**config.mk**
```make
export PLATFORM = sky130hd
export DESIGN_NAME = ssd_scan_ctrl_flat
export DESIGN_NICKNAME = d
export VERILOG_FILES = /design/src/rtl/ssd_scan_ctrl_pkg.sv /design/src/rtl/ssd_scan_ctrl_if.sv /design/src/rtl/ssd_scan_ctrl_hex_decode.sv /design/src/rtl/ssd_scan_ctrl.sv /design/src/flat_wrapper.sv
export SDC_FILE = /design/constraint.sdc
export NUM_CORES = 1
export LEC_CHECK = 0
export CAP_MARGIN = 20
export CORE_ASPECT_RATIO = 0.75
export CORE_MARGIN = 1.5
export CORE_UTILIZATION = 40
export CTS_CLUSTER_SIZE = 8
export DETAILED_ROUTE_END_ITERATION = 10
export GPL_TIMING_DRIVEN = 0
export PLACE_DENSITY_LB_ADDON = 0.12
export SYNTH_ARGS = -nofsm -noshare
export SYNTH_HDL_FRONTEND = slang
export SYNTH_SLANG_ARGS = --single-unit
```
**constraint.sdc**
```tcl
create_clock -name Clk -period 2.1 [get_ports Clk]
set_clock_uncertainty 0.1 [all_clocks]
set_input_delay 0.42 -clock Clk [delete_from_list [all_inputs] [get_ports Clk]]
set_output_delay 0.42 -clock Clk [all_outputs]
set_load 0.01 [all_outputs]
```
**src/rtl/ssd_scan_ctrl_pkg.sv**
```systemverilog
// Shared constants for the seven-segment scan controller: segment patterns,
// scan state encoding and the blank cathode value.
package ssd_pkg;

  // Scan FSM states.
  typedef enum logic [1:0] {
    ST_OFF   = 2'd0,
    ST_DRIVE = 2'd1,
    ST_GAP   = 2'd2
  } scan_state_e;

  // All cathodes high: every segment and the dp are dark.
  localparam logic [7:0] SSD_BLANK = 8'hFF;

  // Active-low segment patterns g..a, indexed by hex nibble (entry 15 is MSB).
  localparam logic [15:0][6:0] SEG_PATTERNS = {
    7'b0001110,  // F
    7'b0000110,  // E
    7'b0100001,  // D
    7'b0100111,  // C
    7'b0000011,  // B
    7'b0001000,  // A
    7'b0010000,  // 9
    7'b0000000,  // 8
    7'b1111000,  // 7
    7'b0000010,  // 6
    7'b0010010,  // 5
    7'b0011001,  // 4
    7'b0110000,  // 3
    7'b0100100,  // 2
    7'b1111001,  // 1
    7'b1000000   // 0
  };

endpackage

```
**src/rtl/ssd_scan_ctrl_if.sv**
```systemverilog
// Bundle between the lab datapath (master) and the scan controller (slave):
// scan enable, digit write port and the pin-facing display outputs.
interface ssd_scan_ctrl_if #(
  parameter int NUM_DIGITS = 4
) ();

  localparam int AW = $clog2(NUM_DIGITS);

  logic                  En;
  logic                  WrEn;
  logic [AW-1:0]         WrAddr;
  logic [4:0]            WrData;
  logic [7:0]            SSD;
  logic [NUM_DIGITS-1:0] AN;
  logic [AW-1:0]         DigitIdx;
  logic                  FrameTick;

  modport master (
    output En, WrEn, WrAddr, WrData,
    input  SSD, AN, DigitIdx, FrameTick
  );

  modport slave (
    input  En, WrEn, WrAddr, WrData,
    output SSD, AN, DigitIdx, FrameTick
  );

endinterface

```
**src/rtl/ssd_scan_ctrl_hex_decode.sv**
```systemverilog
// Combinational {dp, nibble} to active-low cathode pattern.
module ssd_hex_decode
  import ssd_pkg::*;
(
  input  logic [4:0] val_i,
  output logic [7:0] ssd_o
);

  // dp is active-low on the pin, so a lit dp drives SSD[7] low.
  assign ssd_o = {~val_i[4], SEG_PATTERNS[val_i[3:0]]};

endmodule

```
**src/rtl/ssd_scan_ctrl.sv**
```systemverilog
// Time-multiplexed scan controller: per-digit value registers, a slot
// counter walking DRIVE/GAP phases for each digit, one shared decoder and
// registered anode/cathode outputs.
module ssd_scan_ctrl
  import ssd_pkg::*;
#(
  parameter int NUM_DIGITS  = 4,
  parameter int REFRESH_DIV = 50000,
  parameter int GAP_CYCLES  = 16
) (
  input logic            Clk,
  input logic            Rst_n,
  ssd_scan_ctrl_if.slave bus
);

  localparam int AW = $clog2(NUM_DIGITS);
  localparam int CW = $clog2(REFRESH_DIV);

  // Last counter value of the lit phase and of the whole slot.
  localparam logic [CW-1:0] DRIVE_LAST = CW'(REFRESH_DIV - GAP_CYCLES - 1);
  localparam logic [CW-1:0] SLOT_LAST  = CW'(REFRESH_DIV - 1);
  localparam logic [AW-1:0] IDX_LAST   = AW'(NUM_DIGITS - 1);

  scan_state_e           state_q, state_d;
  logic [CW-1:0]         cnt_q, cnt_d;
  logic [AW-1:0]         idx_q, idx_d;
  logic                  tick_q, tick_d;

  logic [4:0]            digit_q [NUM_DIGITS];
  logic [NUM_DIGITS-1:0] wr_hit;
  logic [NUM_DIGITS-1:0] an_sel;
  logic [4:0]            cur_digit;
  logic [7:0]            dec_ssd;

  logic [NUM_DIGITS-1:0] an_q, an_d;
  logic [7:0]            ssd_q, ssd_d;

  // One-hot write decode; addresses beyond the last digit match no entry
  // and so are dropped. Also the active-low anode pattern for idx_q.
  for (genvar gi = 0; gi < NUM_DIGITS; gi++) begin : g_digit
    assign wr_hit[gi] = bus.WrEn && (bus.WrAddr == AW'(gi));
    assign an_sel[gi] = (idx_q != AW'(gi));
  end

  // Digit register file; writes land regardless of scan state.
  always_ff @(posedge Clk) begin
    for (int i = 0; i < NUM_DIGITS; i++) begin
      if (!Rst_n) begin
        digit_q[i] <= '0;
      end else if (wr_hit[i]) begin
        digit_q[i] <= bus.WrData;
      end
    end
  end

  // Decode straight from the live register so a write to the shown digit
  // appears on the next edge.
  assign cur_digit = digit_q[idx_q];

  ssd_hex_decode u_dec (
    .val_i (cur_digit),
    .ssd_o (dec_ssd)
  );

  // Scan state, slot counter, digit index and frame pulse registers.
  always_ff @(posedge Clk) begin
    if (!Rst_n) begin
      state_q <= ST_OFF;
      cnt_q   <= '0;
      idx_q   <= '0;
      tick_q  <= 1'b0;
    end else begin
      state_q <= state_d;
      cnt_q   <= cnt_d;
      idx_q   <= idx_d;
      tick_q  <= tick_d;
    end
  end

  // Next-state logic; a low enable forces OFF over every other transition.
  always_comb begin
    state_d = state_q;
    cnt_d   = cnt_q;
    idx_d   = idx_q;
    tick_d  = 1'b0;
    case (state_q)
      ST_OFF: begin
        cnt_d = '0;
        idx_d = '0;
        state_d = ST_DRIVE;
      end
      ST_DRIVE: begin
        cnt_d = cnt_q + 1'b1;
        if (cnt_q == DRIVE_LAST) begin
          state_d = ST_GAP;
        end
      end
      ST_GAP: begin
        if (cnt_q == SLOT_LAST) begin
          state_d = ST_DRIVE;
          cnt_d   = '0;
          if (idx_q == IDX_LAST) begin
            idx_d  = '0;
            tick_d = 1'b1;
          end else begin
            idx_d = idx_q + 1'b1;
          end
        end else begin
          cnt_d = cnt_q + 1'b1;
        end
      end
      default: begin
        state_d = ST_OFF;
        cnt_d   = '0;
        idx_d   = '0;
      end
    endcase
    if (!bus.En) begin
      state_d = ST_OFF;
      cnt_d   = '0;
      idx_d   = '0;
      tick_d  = 1'b0;
    end
  end

  // Pin values for the current state; anode and cathodes are derived from
  // the same state so a pattern never meets the wrong anode.
  always_comb begin
    an_d  = '1;
    ssd_d = SSD_BLANK;
    if (state_q == ST_DRIVE) begin
      an_d  = an_sel;
      ssd_d = dec_ssd;
    end
  end

  // Output registers for anodes and cathodes.
  always_ff @(posedge Clk) begin
    if (!Rst_n) begin
      an_q  <= '1;
      ssd_q <= SSD_BLANK;
    end else begin
      an_q  <= an_d;
      ssd_q <= ssd_d;
    end
  end

  assign bus.AN        = an_q;
  assign bus.SSD       = ssd_q;
  assign bus.DigitIdx  = idx_q;
  assign bus.FrameTick = tick_q;

endmodule

```
**src/flat_wrapper.sv**
```systemverilog
// flat-port wrapper written by rule: the top's interface ports become plain ports
module ssd_scan_ctrl_flat import ssd_pkg::*;
#(
  parameter int NUM_DIGITS  = 4,
  parameter int REFRESH_DIV = 50000,
  parameter int GAP_CYCLES  = 16
)
  (Clk, Rst_n, bus_En, bus_WrEn, bus_WrAddr, bus_WrData, bus_SSD, bus_AN, bus_DigitIdx, bus_FrameTick);
  ssd_scan_ctrl_if #(.NUM_DIGITS(NUM_DIGITS)) bus_i ();
  input logic Clk;
  input logic Rst_n;
  input wire logic [$bits(bus_i.En)-1:0] bus_En;
  input wire logic [$bits(bus_i.WrEn)-1:0] bus_WrEn;
  input wire logic [$bits(bus_i.WrAddr)-1:0] bus_WrAddr;
  input wire logic [$bits(bus_i.WrData)-1:0] bus_WrData;
  output wire logic [$bits(bus_i.SSD)-1:0] bus_SSD;
  output wire logic [$bits(bus_i.AN)-1:0] bus_AN;
  output wire logic [$bits(bus_i.DigitIdx)-1:0] bus_DigitIdx;
  output wire logic [$bits(bus_i.FrameTick)-1:0] bus_FrameTick;
  assign bus_i.En = bus_En;
  assign bus_i.WrEn = bus_WrEn;
  assign bus_i.WrAddr = bus_WrAddr;
  assign bus_i.WrData = bus_WrData;
  assign bus_SSD = bus_i.SSD;
  assign bus_AN = bus_i.AN;
  assign bus_DigitIdx = bus_i.DigitIdx;
  assign bus_FrameTick = bus_i.FrameTick;
  ssd_scan_ctrl #(.NUM_DIGITS(NUM_DIGITS), .REFRESH_DIV(REFRESH_DIV), .GAP_CYCLES(GAP_CYCLES)) u_core (.Clk(Clk), .Rst_n(Rst_n), .bus(bus_i));
endmodule
```
=== Word-level counts from Yosys, hierarchy flattened ===
Memory sizes are Yosys's and may differ from the RTL's. A register that Yosys moved wholly into a read port is not among the register bits.
Cells that the tools add are included.
W data, S select, Z words.

* Bits in writable memories: 20
* Word-level logic and storage cells: 72
* ROM bits: 112
* Bits in registers: 33
* Memories: 2

* Reduce and logical (&&, ||, !) cells: 13
* $lt $le $gt $ge: 1
* Add/sub/neg operators: 2
* Equal/unequal tests: 13
* Bitwise logic cells: 6
* Multiplexer cells: 29

{| class="wikitable"
|+ Memory list
! name !! words !! bits a word !! rd ports !! clocked after memory_dff !! write ports !! line !! text
|-
| (name not given) || 16 || 7 || 1 || 1 || 0 || ssd_scan_ctrl_hex_decode.sv:10 || <nowiki>assign ssd_o = {~val_i[4], SEG_PATTERNS[val_i[3:0]]};</nowiki>
|-
| u_core.digit_q || 4 || 5 || 1 || 1 || 4 || ssd_scan_ctrl.sv:29 || <nowiki>logic [4:0] digit_q [NUM_DIGITS];</nowiki>
|}

{| class="wikitable"
|+ Operators with widths
! operator !! count
|-
| $eq A16 B16 Y1 const B || 2
|-
| $pmux W16 S2 || 1
|-
| $mux W5 || 4
|-
| $add A16 B1 Y16 const B || 1
|-
| $mux W16 || 1
|-
| $mux W1 || 14
|-
| $mux W2 || 6
|-
| $eq A2 B2 Y1 const B || 4
|-
| $reduce_and A2 Y1 || 4
|-
| $mux W7 || 1
|-
| $ne A2 B1 Y1 const B || 3
|-
| $pmux W2 S3 || 1
|-
| $lt A4 B5 Y1 const B || 1
|-
| $eq A2 B1 Y1 const B || 2
|-
| $logic_and A1 B1 Y1 || 4
|-
| $logic_not A2 Y1 || 2
|-
| $ne A2 B2 Y1 const B || 2
|-
| $or A1 B1 Y1 || 4
|-
| $pmux W2 S2 || 1
|-
| $reduce_and A4 Y1 || 1
|-
| $add A2 B1 Y2 const B || 1
|-
| $not A1 Y1 || 2
|-
| $reduce_bool A2 Y1 || 1
|-
| $logic_not A1 Y1 || 1
|}

=== Depth between registers and ports, before layout ===
Gate-level depths: netlist of the first run.

* Depth in word-level cells: 6
* Gate-level depth with buffers: 8
* Depth with buffers taken out: 7

=== By module ===
A second synthesis of the first run with hierarchy kept.

* Cells, all modules: 233
* Area, all modules: 2532.4 um^2

{| class="wikitable"
|+ Modules (own cells, without submodules)
! module !! area an instance (um^2) !! cells each !! instances
|-
| ssd_scan_ctrl || 2282.2 || 202 || 1
|-
| ssd_hex_decode || 250.2 || 31 || 1
|}

=== Worst setup path before layout of the first run ===
No wires, ideal clock.

* Kind: register -> register
* From: register u_core.cnt_q[12]
* To: register u_core.state_q[0]
* Data arrival time: 2029 ps
* Cell stages (with the launch flop): 6
* Required time: 1940 ps
* Slack: -89 ps
* Cell sequence: dfxtp_1 or3_1 or4_4 or4_1 a2111o_1 nand2_1

* Word-level cells in the longest chain between the ends: 3

{| class="wikitable"
|+ Ends and longest elaborated chain
! element !! line !! text
|-
| from (decl) || ssd_scan_ctrl.sv:25 || <nowiki>logic [CW-1:0] cnt_q, cnt_d;</nowiki>
|-
| from (signal assigned) || ssd_scan_ctrl.sv:74 || <nowiki>cnt_q <= cnt_d;</nowiki>
|-
| $eq A16 B16 Y1, on equally long branches || ssd_scan_ctrl.sv:94, ssd_scan_ctrl.sv:99 ||
|-
| $ne A2 B1 Y1 (no line) || n/a ||
|-
| $reduce_and A2 Y1 (no line) * || n/a ||
|-
| to (signal assigned) || ssd_scan_ctrl.sv:73 || <nowiki>state_q <= state_d;</nowiki>
|-
| to (decl) || ssd_scan_ctrl.sv:24 || <nowiki>scan_state_e state_q, state_d;</nowiki>
|}

Every way passes the cells marked *; elsewhere a longest branch is shown, timed or not.
A chain may end at the register's enable or synchronous reset.

=== Worst setup path after layout of the first run ===
* From: register u_core.cnt_q[10]
* To: register u_core.state_q[0]

The elaborated chain is that of the path after synthesis.

==> out/results.txt, run 1 <==
Largest net degree at the start of global routing = 17
Fraction of registers with async set/reset = 0%
Largest cells by area after synthesis = dfxtp_1 28%, edfxtp_1 24%, ha_1 7.6%
Cells along the critical path = or3_4 -> or4_4 -> or4_1 -> a2111o_1 -> nand2_1
Post-Syn Area = 2480 sq um
Num CTS Buffers = 5
Gate Count Post-Synth = 234
Distinct cell type count after synthesis = 33
Number of routed nets with antenna violations = 0
PortBufs = 24
Synthesized flop and latch total = 55
Number of core rows = 24
F_max = 461 MHz
Setup CP Type = reg -> reg
Grt ovf = 0
I/O pins = 26
Number of max-cap violations = 0
PwrDens = 661 nW/um^2
Final Setup Violations = 3
Clk buf depth = 2
Htree depth = 2
Post-synth top flop = dfxtp_1
Via density = 4.80
Starting DRT DRC Count = 52
Status = finished, violations left
Vias in the first global route = 1565
Fin nets = 293
Layout Cell Area excl Fill = 2990 sq um
Fraction of layout cells with a size suffix above 1 = 11.9%
Synthesis-to-layout area growth = 20.5%
Worst slew pin tran = 0.825 ns
Total number of vias = 1661
Top-count cell post-synth = dfxtp_1
Clock slew seen by the registers of the worst setup and hold paths = 0.10 ns
Clock latency on the worst-skew pair = 0.30 ns
Die width = 94.0 um
Slowest cell delay on critical path = 0.43 ns
Antenna diodes = 0
Root buffer cell = clkbuf_8
WP data arrival = 2.32 ns
Hold WS = 0.339 ns
Cell Area, Placed = 2820 sq um
Violated checks = negative setup slack
Synthesized area per cell = 10.6 sq um
Final Hold Vio Count = 0
Initial antenna violation count = 0
DRT Pass-1 Iters = 4
Max VDD drop = 0.000306 V
Place WS = -0.264 ns
DRT Wirelength = 4.33 mm
P_leak = 0.00104 uW
EDFF count, synth = 20
Final count of pins violating max slew = 0
Sinks on the clock net = 55
Full die area = 6690 sq um
Critical path's top delay family = simple AND/OR/NAND/NOR gates
Starting density of the core = 42.0%
CP required = 2.25 ns
CP Buf/Inv Count = 0
Routed wire per std cell = 12.5 um
Min cycle time layout = 2.17 ns
DP HPWL = 3.26 mm
Share of the synthesized area in the top cell type = 28.2%
Worst setup EP type = flip-flop
Relative max-transition margin = 44.4%
DIE HEIGHT = 71.2 um
Global-route wire length before repair = 7.55 mm
Area leader, netlist = dfxtp_1
Core Area = 5920 sq um
Syn Nets = 260
CTS tree = yes
Final worst slack = -0.0672 ns
Yosys warns = 0
Largest fanout on the critical path = 2
Total GRT Usage = 14.5%
Drt drc = 0
RSZ-0062 raised after global routing = yes
Most frequent cells after synthesis = 35 x dfxtp_1, 29 x nor2_1, 24 x nand2_1, 21 x and2_1, 20 x edfxtp_1
Slowest CP cell = or4_4
GP Congestion = 0.786
Startpoint Class = flip-flop
Fraction of the cycle the final worst path needs = 103%
Register area share after synthesis = 52.4%
Hold WC Path Type = reg -> reg
[sequential cells by signal (all words and copies together), names as in the netlist, named ones only]
register	cells
u_core.bus.SSD	8
u_core.bus.FrameTick	1
u_core.state_q	2
u_core.bus.DigitIdx	2
u_core.digit_q	20
u_core.cnt_q	16
u_core.bus.AN	4
[per-layer routing]
layer	GRT usage [%]	up-vias	share of wire, %	routed length (um)
met5	0	-	0	0
met4	4.98	0	0.58	25
met3	3.72	2	4.8	207
met2	19.2	36	38	1640
met1	22.8	747	57	2450
li1	-	876	-	-
[cells by family after synthesis]
logic type	share of synthesized area (%)
AND/OR/NAND/NOR	21.4
flip-flops	52.4
AO/OA/AOI/OAI	5.44
buffers and inverters	2.87
adder cells (fa/ha/maj)	7.56
XOR/XNOR	4.94
multiplexers	5.39
[worst register-to-register path, cell delays in order (launching register included)]
cell and delay [ns]:
dfxtp_2 0.34, or3_4 0.39, or4_4 0.43, or4_1 0.41, a2111o_1 0.38, nand2_1 0.06
[area by class of cell]
type                            count  area [sq um]
Multi-Input combinational cell    160          1140
Fill cell                         552          2920
Buffer                              5          20.0
Clock inverter                      3          38.8
Sequential cell                    55          1310
Inverter                           12          45.0
Timing Repair Buffer               28           270
Clock buffer                        5          68.8
Tap cell                           78          97.6
[cells in the final DEF (no fill, tap or decap), types with 2 or more instances in the layout]
cell type	synthesis	final
dfxtp_1	35	31
o21ai_0	7	7
and2_1	21	21
nor2_1	29	29
edfxtp_1	20	20
ha_1	15	14
xnor2_1	12	12
a21oi_2	0	2
nand2b_1	3	3
nand2_1	24	24
nor4_2	0	2
buf_4	0	4
or4b_2	2	2
clkbuf_1	7	4
mux4_2	5	5
dfxtp_2	0	3
nand3_1	6	6
inv_1	12	12
o211ai_1	6	6
and4_1	2	2
xor2_1	2	2
clkbuf_8	0	5
clkdlybuf4s50_1	0	24
nor3_1	2	2
nand4_1	6	6
[final timing paths]
path	to	start	cells after the start	slack, ns
worst max-delay path	u_core.state_q[0]	u_core.cnt_q[10]	5	-0.07
worst min-delay path	u_core.cnt_q[0]	u_core.cnt_q[0]	1	0.34
worst max register to register	u_core.state_q[0]	u_core.cnt_q[10]	5	-0.07
worst min register to register	u_core.cnt_q[0]	u_core.cnt_q[0]	1	0.34
[metrics by stage]
stage	utilization (%)	total power (uW)	std cells	setup TNS [ns]
floorplan	-	1260	234	0
global placement	47.7	1320	336	-3.64
detailed placement	47.7	1320	336	-3.92
CTS	50.4	1990	346	-0.0842
global route	50.6	2060	346	-0.311
finish	50.6	1980	346	-0.0836
[what timing repair did]
action	in CTS	in global routing
buffers inserted	4	0
gates resized for setup	10	3
endpoints found under the setup margin	18	11
pin swaps	1	0
hold buffers	0	0
[power by group]
part,internal (uW),total [uW],switching [uW]
Combinational,65.2,143,78.2
Clock,350,681,332
Sequential,1140,1150,11.6
Total,1550,1980,421
Note: power is estimated with default switching activity, not from simulation.
==> inputs of run 2 (changes only) <==
CAP_MARGIN = unset   (was 20)
MAX_ROUTING_LAYER = met4   (was unset)
==> run 2 against run 1 <==
Effect of this change:
- cell area unchanged
- critical path depth stayed put
- largest power group unchanged
- the run still ends with negative setup slack left
- wire length barely moved
- core utilization unchanged
==> out/results.txt, run 2 (synthesis gave the netlist of run 1 again) <==
CTS tree = yes
Number of max-cap violations = 0 (unchanged)
Clk buf depth = 2 (unchanged)
Relative max-transition margin = 44.4% (unchanged)
Num CTS Buffers = 5 (unchanged)
Number of core rows = 24 (unchanged)
Min cycle time layout = 2.17 ns (+0.00000250 ns)
Fin nets = 293 (unchanged)
Full die area = 6690 sq um (unchanged)
Cell Area, Placed = 2820 sq um (unchanged)
Largest net degree at the start of global routing = 17 (unchanged)
Core Area = 5920 sq um (unchanged)
GP Congestion = 0.797 (+1.4%)
Number of routed nets with antenna violations = 0 (unchanged)
Startpoint Class = flip-flop
DRT Wirelength = 4.33 mm (about the same)
Commonest non-fill, non-tap cells in the layout = 31 x dfxtp_1, 29 x nor2_1, 24 x nand2_1, 24 x clkdlybuf4s50_1, 21 x and2_1
I/O pins = 26 (unchanged)
Max FFs per register = 20 (unchanged)
F_max = 461 MHz (about the same)
Commonest non-fill, non-tap cell in the layout = dfxtp_1
Global-route wire length before repair = 7.55 mm (unchanged)
Largest fanout on the critical path = 2 (unchanged)
Die width = 94.0 um (unchanged)
Hold WC Path Type = reg -> reg
Violated checks = negative setup slack
WP data arrival = 2.32 ns (about the same)
CP required = 2.25 ns (about the same)
PwrDens = 661 nW/um^2 (about the same)
DIE HEIGHT = 71.2 um (unchanged)
Worst Setup SP = u_core.cnt_q[10]
Total number of vias = 1661 (unchanged)
Htree depth = 2 (unchanged)
RR Startpoint = u_core.cnt_q[10]
Vias in the first global route = 1565 (unchanged)
Starting density of the core = 42.0% (unchanged)
Total GRT Usage = 15.0% (+0.45 points)
Routed wire per std cell = 12.5 um (about the same)
Initial antenna violation count = 0 (unchanged)
HP Start = u_core.cnt_q[0]
Fraction of layout cells with a size suffix above 1 = 11.9% (unchanged)
Worst slew pin tran = 0.825 ns (unchanged)
Worst setup EP type = flip-flop
Grt ovf = 0 (unchanged)
Setup CP Type = reg -> reg
Sinks on the clock net = 55 (unchanged)
Via density = 4.80 (unchanged)
Largest Register = u_core.digit_q
DP HPWL = 3.26 mm (unchanged)
Synthesis-to-layout area growth = 20.5% (unchanged)
Fraction of the cycle the final worst path needs = 103% (about the same)
Final worst slack = -0.0672 ns (-0.00000250 ns)
Starting DRT DRC Count = 52 (unchanged)
Antenna diodes = 0 (unchanged)
Status = finished, violations left
RSZ-0062 raised after global routing = yes
Worst-case reg-to-reg path depth = 5 (unchanged)
Clock slew seen by the registers of the worst setup and hold paths = 0.10 ns (about the same)
P_leak = 0.00104 uW (unchanged)
Fin Setup TNS = -0.0836 ns (-0.00000650 ns)
Clock latency on the worst-skew pair = 0.30 ns (about the same)
Drt drc = 0 (unchanged)
Final Setup Violations = 3 (unchanged)
Root buffer cell = clkbuf_8
DRT Pass-1 Iters = 4 (unchanged)
Layout Cell Area excl Fill = 2990 sq um (unchanged)
CP Capture Point = u_core.state_q[0]
R2R setup slack = -0.07 ns (about the same)
Final count of pins violating max slew = 0 (unchanged)
PortBufs = 24 (unchanged)
Max VDD drop = 0.000306 V (about the same)
End of the worst register-to-register path = u_core.state_q[0]
Final Hold Vio Count = 0 (unchanged)
[run 2: cell counts in the layout (fill, tap and decap cells not counted)]
No cell type changed its count.
[run 2: cell type report]
type                       instances  area [sq um]
fill                             552          2920
sequential                        55          1310
multi-input combinational        160          1140
timing repair buffer              28           270
tap                               78          97.6
clock buffer                       5          68.8
inverter                          12          45.0
clock inverter                     3          38.8
buffer                             5          20.0
[run 2: worst max-delay path: stages, from the launching register on]
cell and delay (ns):
dfxtp_2 0.34, or3_4 0.39, or4_4 0.43, or4_1 0.41, a2111o_1 0.38, nand2_1 0.06
[run 2: power by group]
group,internal (uW),leakage (uW),switching (uW)
clock,350,0.0000556,332
sequential,1140,0.000482,11.6
combinational,65.2,0.000502,78.2
[run 2: worst min path at each step]
stage / cells after the start / endpoint / slack (ns)
4_1_cts: 1 / u_core.cnt_q[0] / 0.34
6_report: 1 / u_core.cnt_q[0] / 0.34
5_1_grt: 1 / u_core.cnt_q[0] / 0.35
2_1_floorplan: 1 / u_core.cnt_q[0] / 0.33
3_3_place_gp: 1 / u_core.cnt_q[0] / 0.35
3_5_place_dp: 1 / u_core.cnt_q[0] / 0.36
[run 2: what timing repair did]
item,in CTS,in global routing
hold buffers,0,0
setup buffers,4,0
endpoints found under the setup margin,18,11
gates resized for setup,10,3
pin swaps,1,0
[run 2: metal layers]
layer / GRT usage [%] / part of all wire (%) / vias up
met4: 4.98 / 0.55 / 0
met3: 3.72 / 4.8 / 2
met2: 19.2 / 38 / 36
met5: - / 0 / -
met1: 22.8 / 57 / 747
li1: - / - / 876
[run 2: through the flow]
stage	worst slack, ns	std cells	power [uW]	utilization [%]	hold slack, ns
final	-0.0672	346	1980	50.6	0.339
after detailed placement	-0.264	336	1320	47.7	0.357
after global routing	-0.107	346	2060	50.6	0.353
after floorplan	0.000112	234	1260	-	0.326
after CTS	-0.0542	346	1990	50.4	0.337
after global placement	-0.277	336	1320	47.7	0.345
==> inputs of run 3 (changes only) <==
CORE_UTILIZATION = 50   (was 40)
CTS_BUF_LIST = sky130_fd_sc_hd__clkbuf_4 sky130_fd_sc_hd__clkbuf_8   (was unset)
==> run 3 against run 2 <==
Effect of this change:
- the run still ends with negative setup slack left
- clock power decreased by 14%
- critical path depth unchanged
- worst hold slack improved by 0.055 ns
- flip-flop and latch count unchanged
- die area decreased by 19%
==> out/results.txt, run 3 (synthesis gave the netlist of run 1 again) <==
Status = finished, violations left
Violated checks = negative setup slack
DRT Pass-1 Iters = 4 (unchanged)
# placed instances = 315 (-6.3%)
Hold WC Path Type = in -> reg
DP HPWL = 3.18 mm (-2.3%)
WP data arrival = 2.35 ns (+0.03 ns)
Min cycle time layout = 2.20 ns (+0.0365 ns)
Root buffer cell = clkbuf_8
Largest Register = u_core.digit_q
Tot Pwr = 1880 uW (-4.7%)
Core Area = 4620 sq um (-22%)
Worst setup EP type = flip-flop
Layout Cell Area excl Fill = 3020 sq um (+0.84%)
Startpoint Class = flip-flop
F_max = 454 MHz (-1.7%)
CTS tree = yes
Final Hold Vio Count = 0 (unchanged)
PortBufs = 24 (unchanged)
Fraction of layout cells with a size suffix above 1 = 16.1% (+4.2 points)
CP required = 2.25 ns (about the same)
Max FFs per register = 20 (unchanged)
Die width = 84.4 um (-10%)
Commonest non-fill, non-tap cell in the layout = nor2_1
Number of routed nets with antenna violations = 0 (unchanged)
Drt drc = 0 (unchanged)
Full die area = 5400 sq um (-19%)
Final count of pins violating max slew = 0 (unchanged)
I/O pins = 26 (unchanged)
Setup CP Type = reg -> reg
Largest net degree at the start of global routing = 16 (-1)
Cell Area, Placed = 2800 sq um (-0.93%)
Htree depth = 2 (unchanged)
Final Setup Violations = 1 (-2)
Routed wire per std cell = 13.7 um (+9.4%)
Sinks on the clock net = 55 (unchanged)
Antenna diodes = 0 (unchanged)
Relative max-transition margin = 48.1% (+3.7 points)
Initial antenna violation count = 0 (unchanged)
Vias in the first global route = 1555 (-0.64%)
Num CTS Buffers = 5 (unchanged)
Largest fanout on the critical path = 3 (+1)
Clk buf depth = 2 (unchanged)
Clock slew seen by the registers of the worst setup and hold paths = 0.09 ns (about the same)
Starting DRT DRC Count = 89 (+71%)
Final worst slack = -0.104 ns (-0.0365 ns)
Fraction of the cycle the final worst path needs = 105% (+1.7 points)
Via density = 5.12 (+6.7%)
RSZ-0062 raised after global routing = yes
DRT Wirelength = 4.51 mm (+4.3%)
Grt ovf = 0 (unchanged)
Worst slew pin tran = 0.771 ns (-0.0543 ns)
Number of core rows = 21 (-13%)
Total number of vias = 1690 (+1.7%)
DIE HEIGHT = 64.0 um (-10%)
Synthesis-to-layout area growth = 21.5%
Max VDD drop = 0.000487 V (+59%)
PwrDens = 624 nW/um^2 (-5.5%)
Fin nets = 298 (+1.7%)
P_leak = 0.00107 uW (+2.5%)
GP Congestion = 0.833 (+4.6%)
Fin cells = 330 (-4.6%)
CTS Hold Bufs = 0 (unchanged)
Hold WS = 0.393 ns (+0.0549 ns)
Commonest non-fill, non-tap cells in the layout = 29 x nor2_1, 27 x dfxtp_1, 24 x nand2_1, 24 x clkdlybuf4s50_1, 21 x and2_1
Clock latency on the worst-skew pair = 0.30 ns (about the same)
Global-route wire length before repair = 7.62 mm (+0.91%)
Starting density of the core = 53.7% (+12 points)
Total GRT Usage = 18.5% (+3.5 points)
Number of max-cap violations = 0 (unchanged)
[run 3: cell types whose count changed in the layout (fill, tap and decap cells not counted), moves of 2 or more]
cell      before  now
dfxtp_2        3    6
buf_4          4    9
dfxtp_1       31   27
clkbuf_4       0    2
[run 3: critical path, cell delays in order (launching register included)]
cell	delay, ns
dfxtp_2	0.34
or3_4	0.40
or4_4	0.44
or4_4	0.43
a2111o_1	0.38
nand2_1	0.06
[run 3: repair_timing]
| action | 4_1_cts | 5_1_grt |
|---|---|---|
| pin swaps | 1 | 3 |
| gates resized for setup | 7 | 16 |
| setup buffers | 2 | 7 |
| endpoints found under the setup margin | 18 | 15 |
| endpoints found under the hold margin | 0 | 0 |
[run 3: cell type report]
cell class,instances,area [sq um]
fill,388,1610
tap,57,71.3
sequential,55,1320
buffer,5,20.0
multi-input combinational,160,1170
clock inverter,1,5.00
timing repair buffer,33,308
inverter,12,45.0
clock buffer,7,83.8
[run 3: per-stage QoR]
| stage | setup WS [ns] | setup TNS (ns) | util (%) |
|---|---|---|---|
| 2_1_floorplan | 0.000112 | 0 | - |
| 3_3_place_gp | -0.251 | -3.36 | 60.5 |
| 3_5_place_dp | -0.279 | -3.89 | 60.5 |
| 4_1_cts | -0.0633 | -0.160 | 63.0 |
| 5_1_grt | -0.170 | -0.367 | 65.2 |
| 6_report | -0.104 | -0.104 | 65.2 |
[run 3: metal layers]
layer / routed length, um / GRT usage, %
met1: 2560 / 29.0
met2: 1740 / 23.4
met3: 178 / 4.91
met4: 34 / 4.84
met5: 0 / -
[run 3: worst paths after layout]
check	startpoint	endpoint	slack, ns	depth (start not counted)
worst max-delay path	u_core.cnt_q[10]	u_core.state_q[0]	-0.10	5
worst min-delay path	Rst_n	u_core.state_q[1]	0.39	2
worst max register to register	u_core.cnt_q[10]	u_core.state_q[0]	-0.10	5
worst min register to register	u_core.cnt_q[0]	u_core.cnt_q[0]	0.42	2
[run 3: power by group]
| group | internal [uW] | switching [uW] |
|---|---|---|
| registers | 1140 | 12.4 |
| clock network | 260 | 324 |
| logic | 67.7 | 79.8 |
| total | 1470 | 417 |
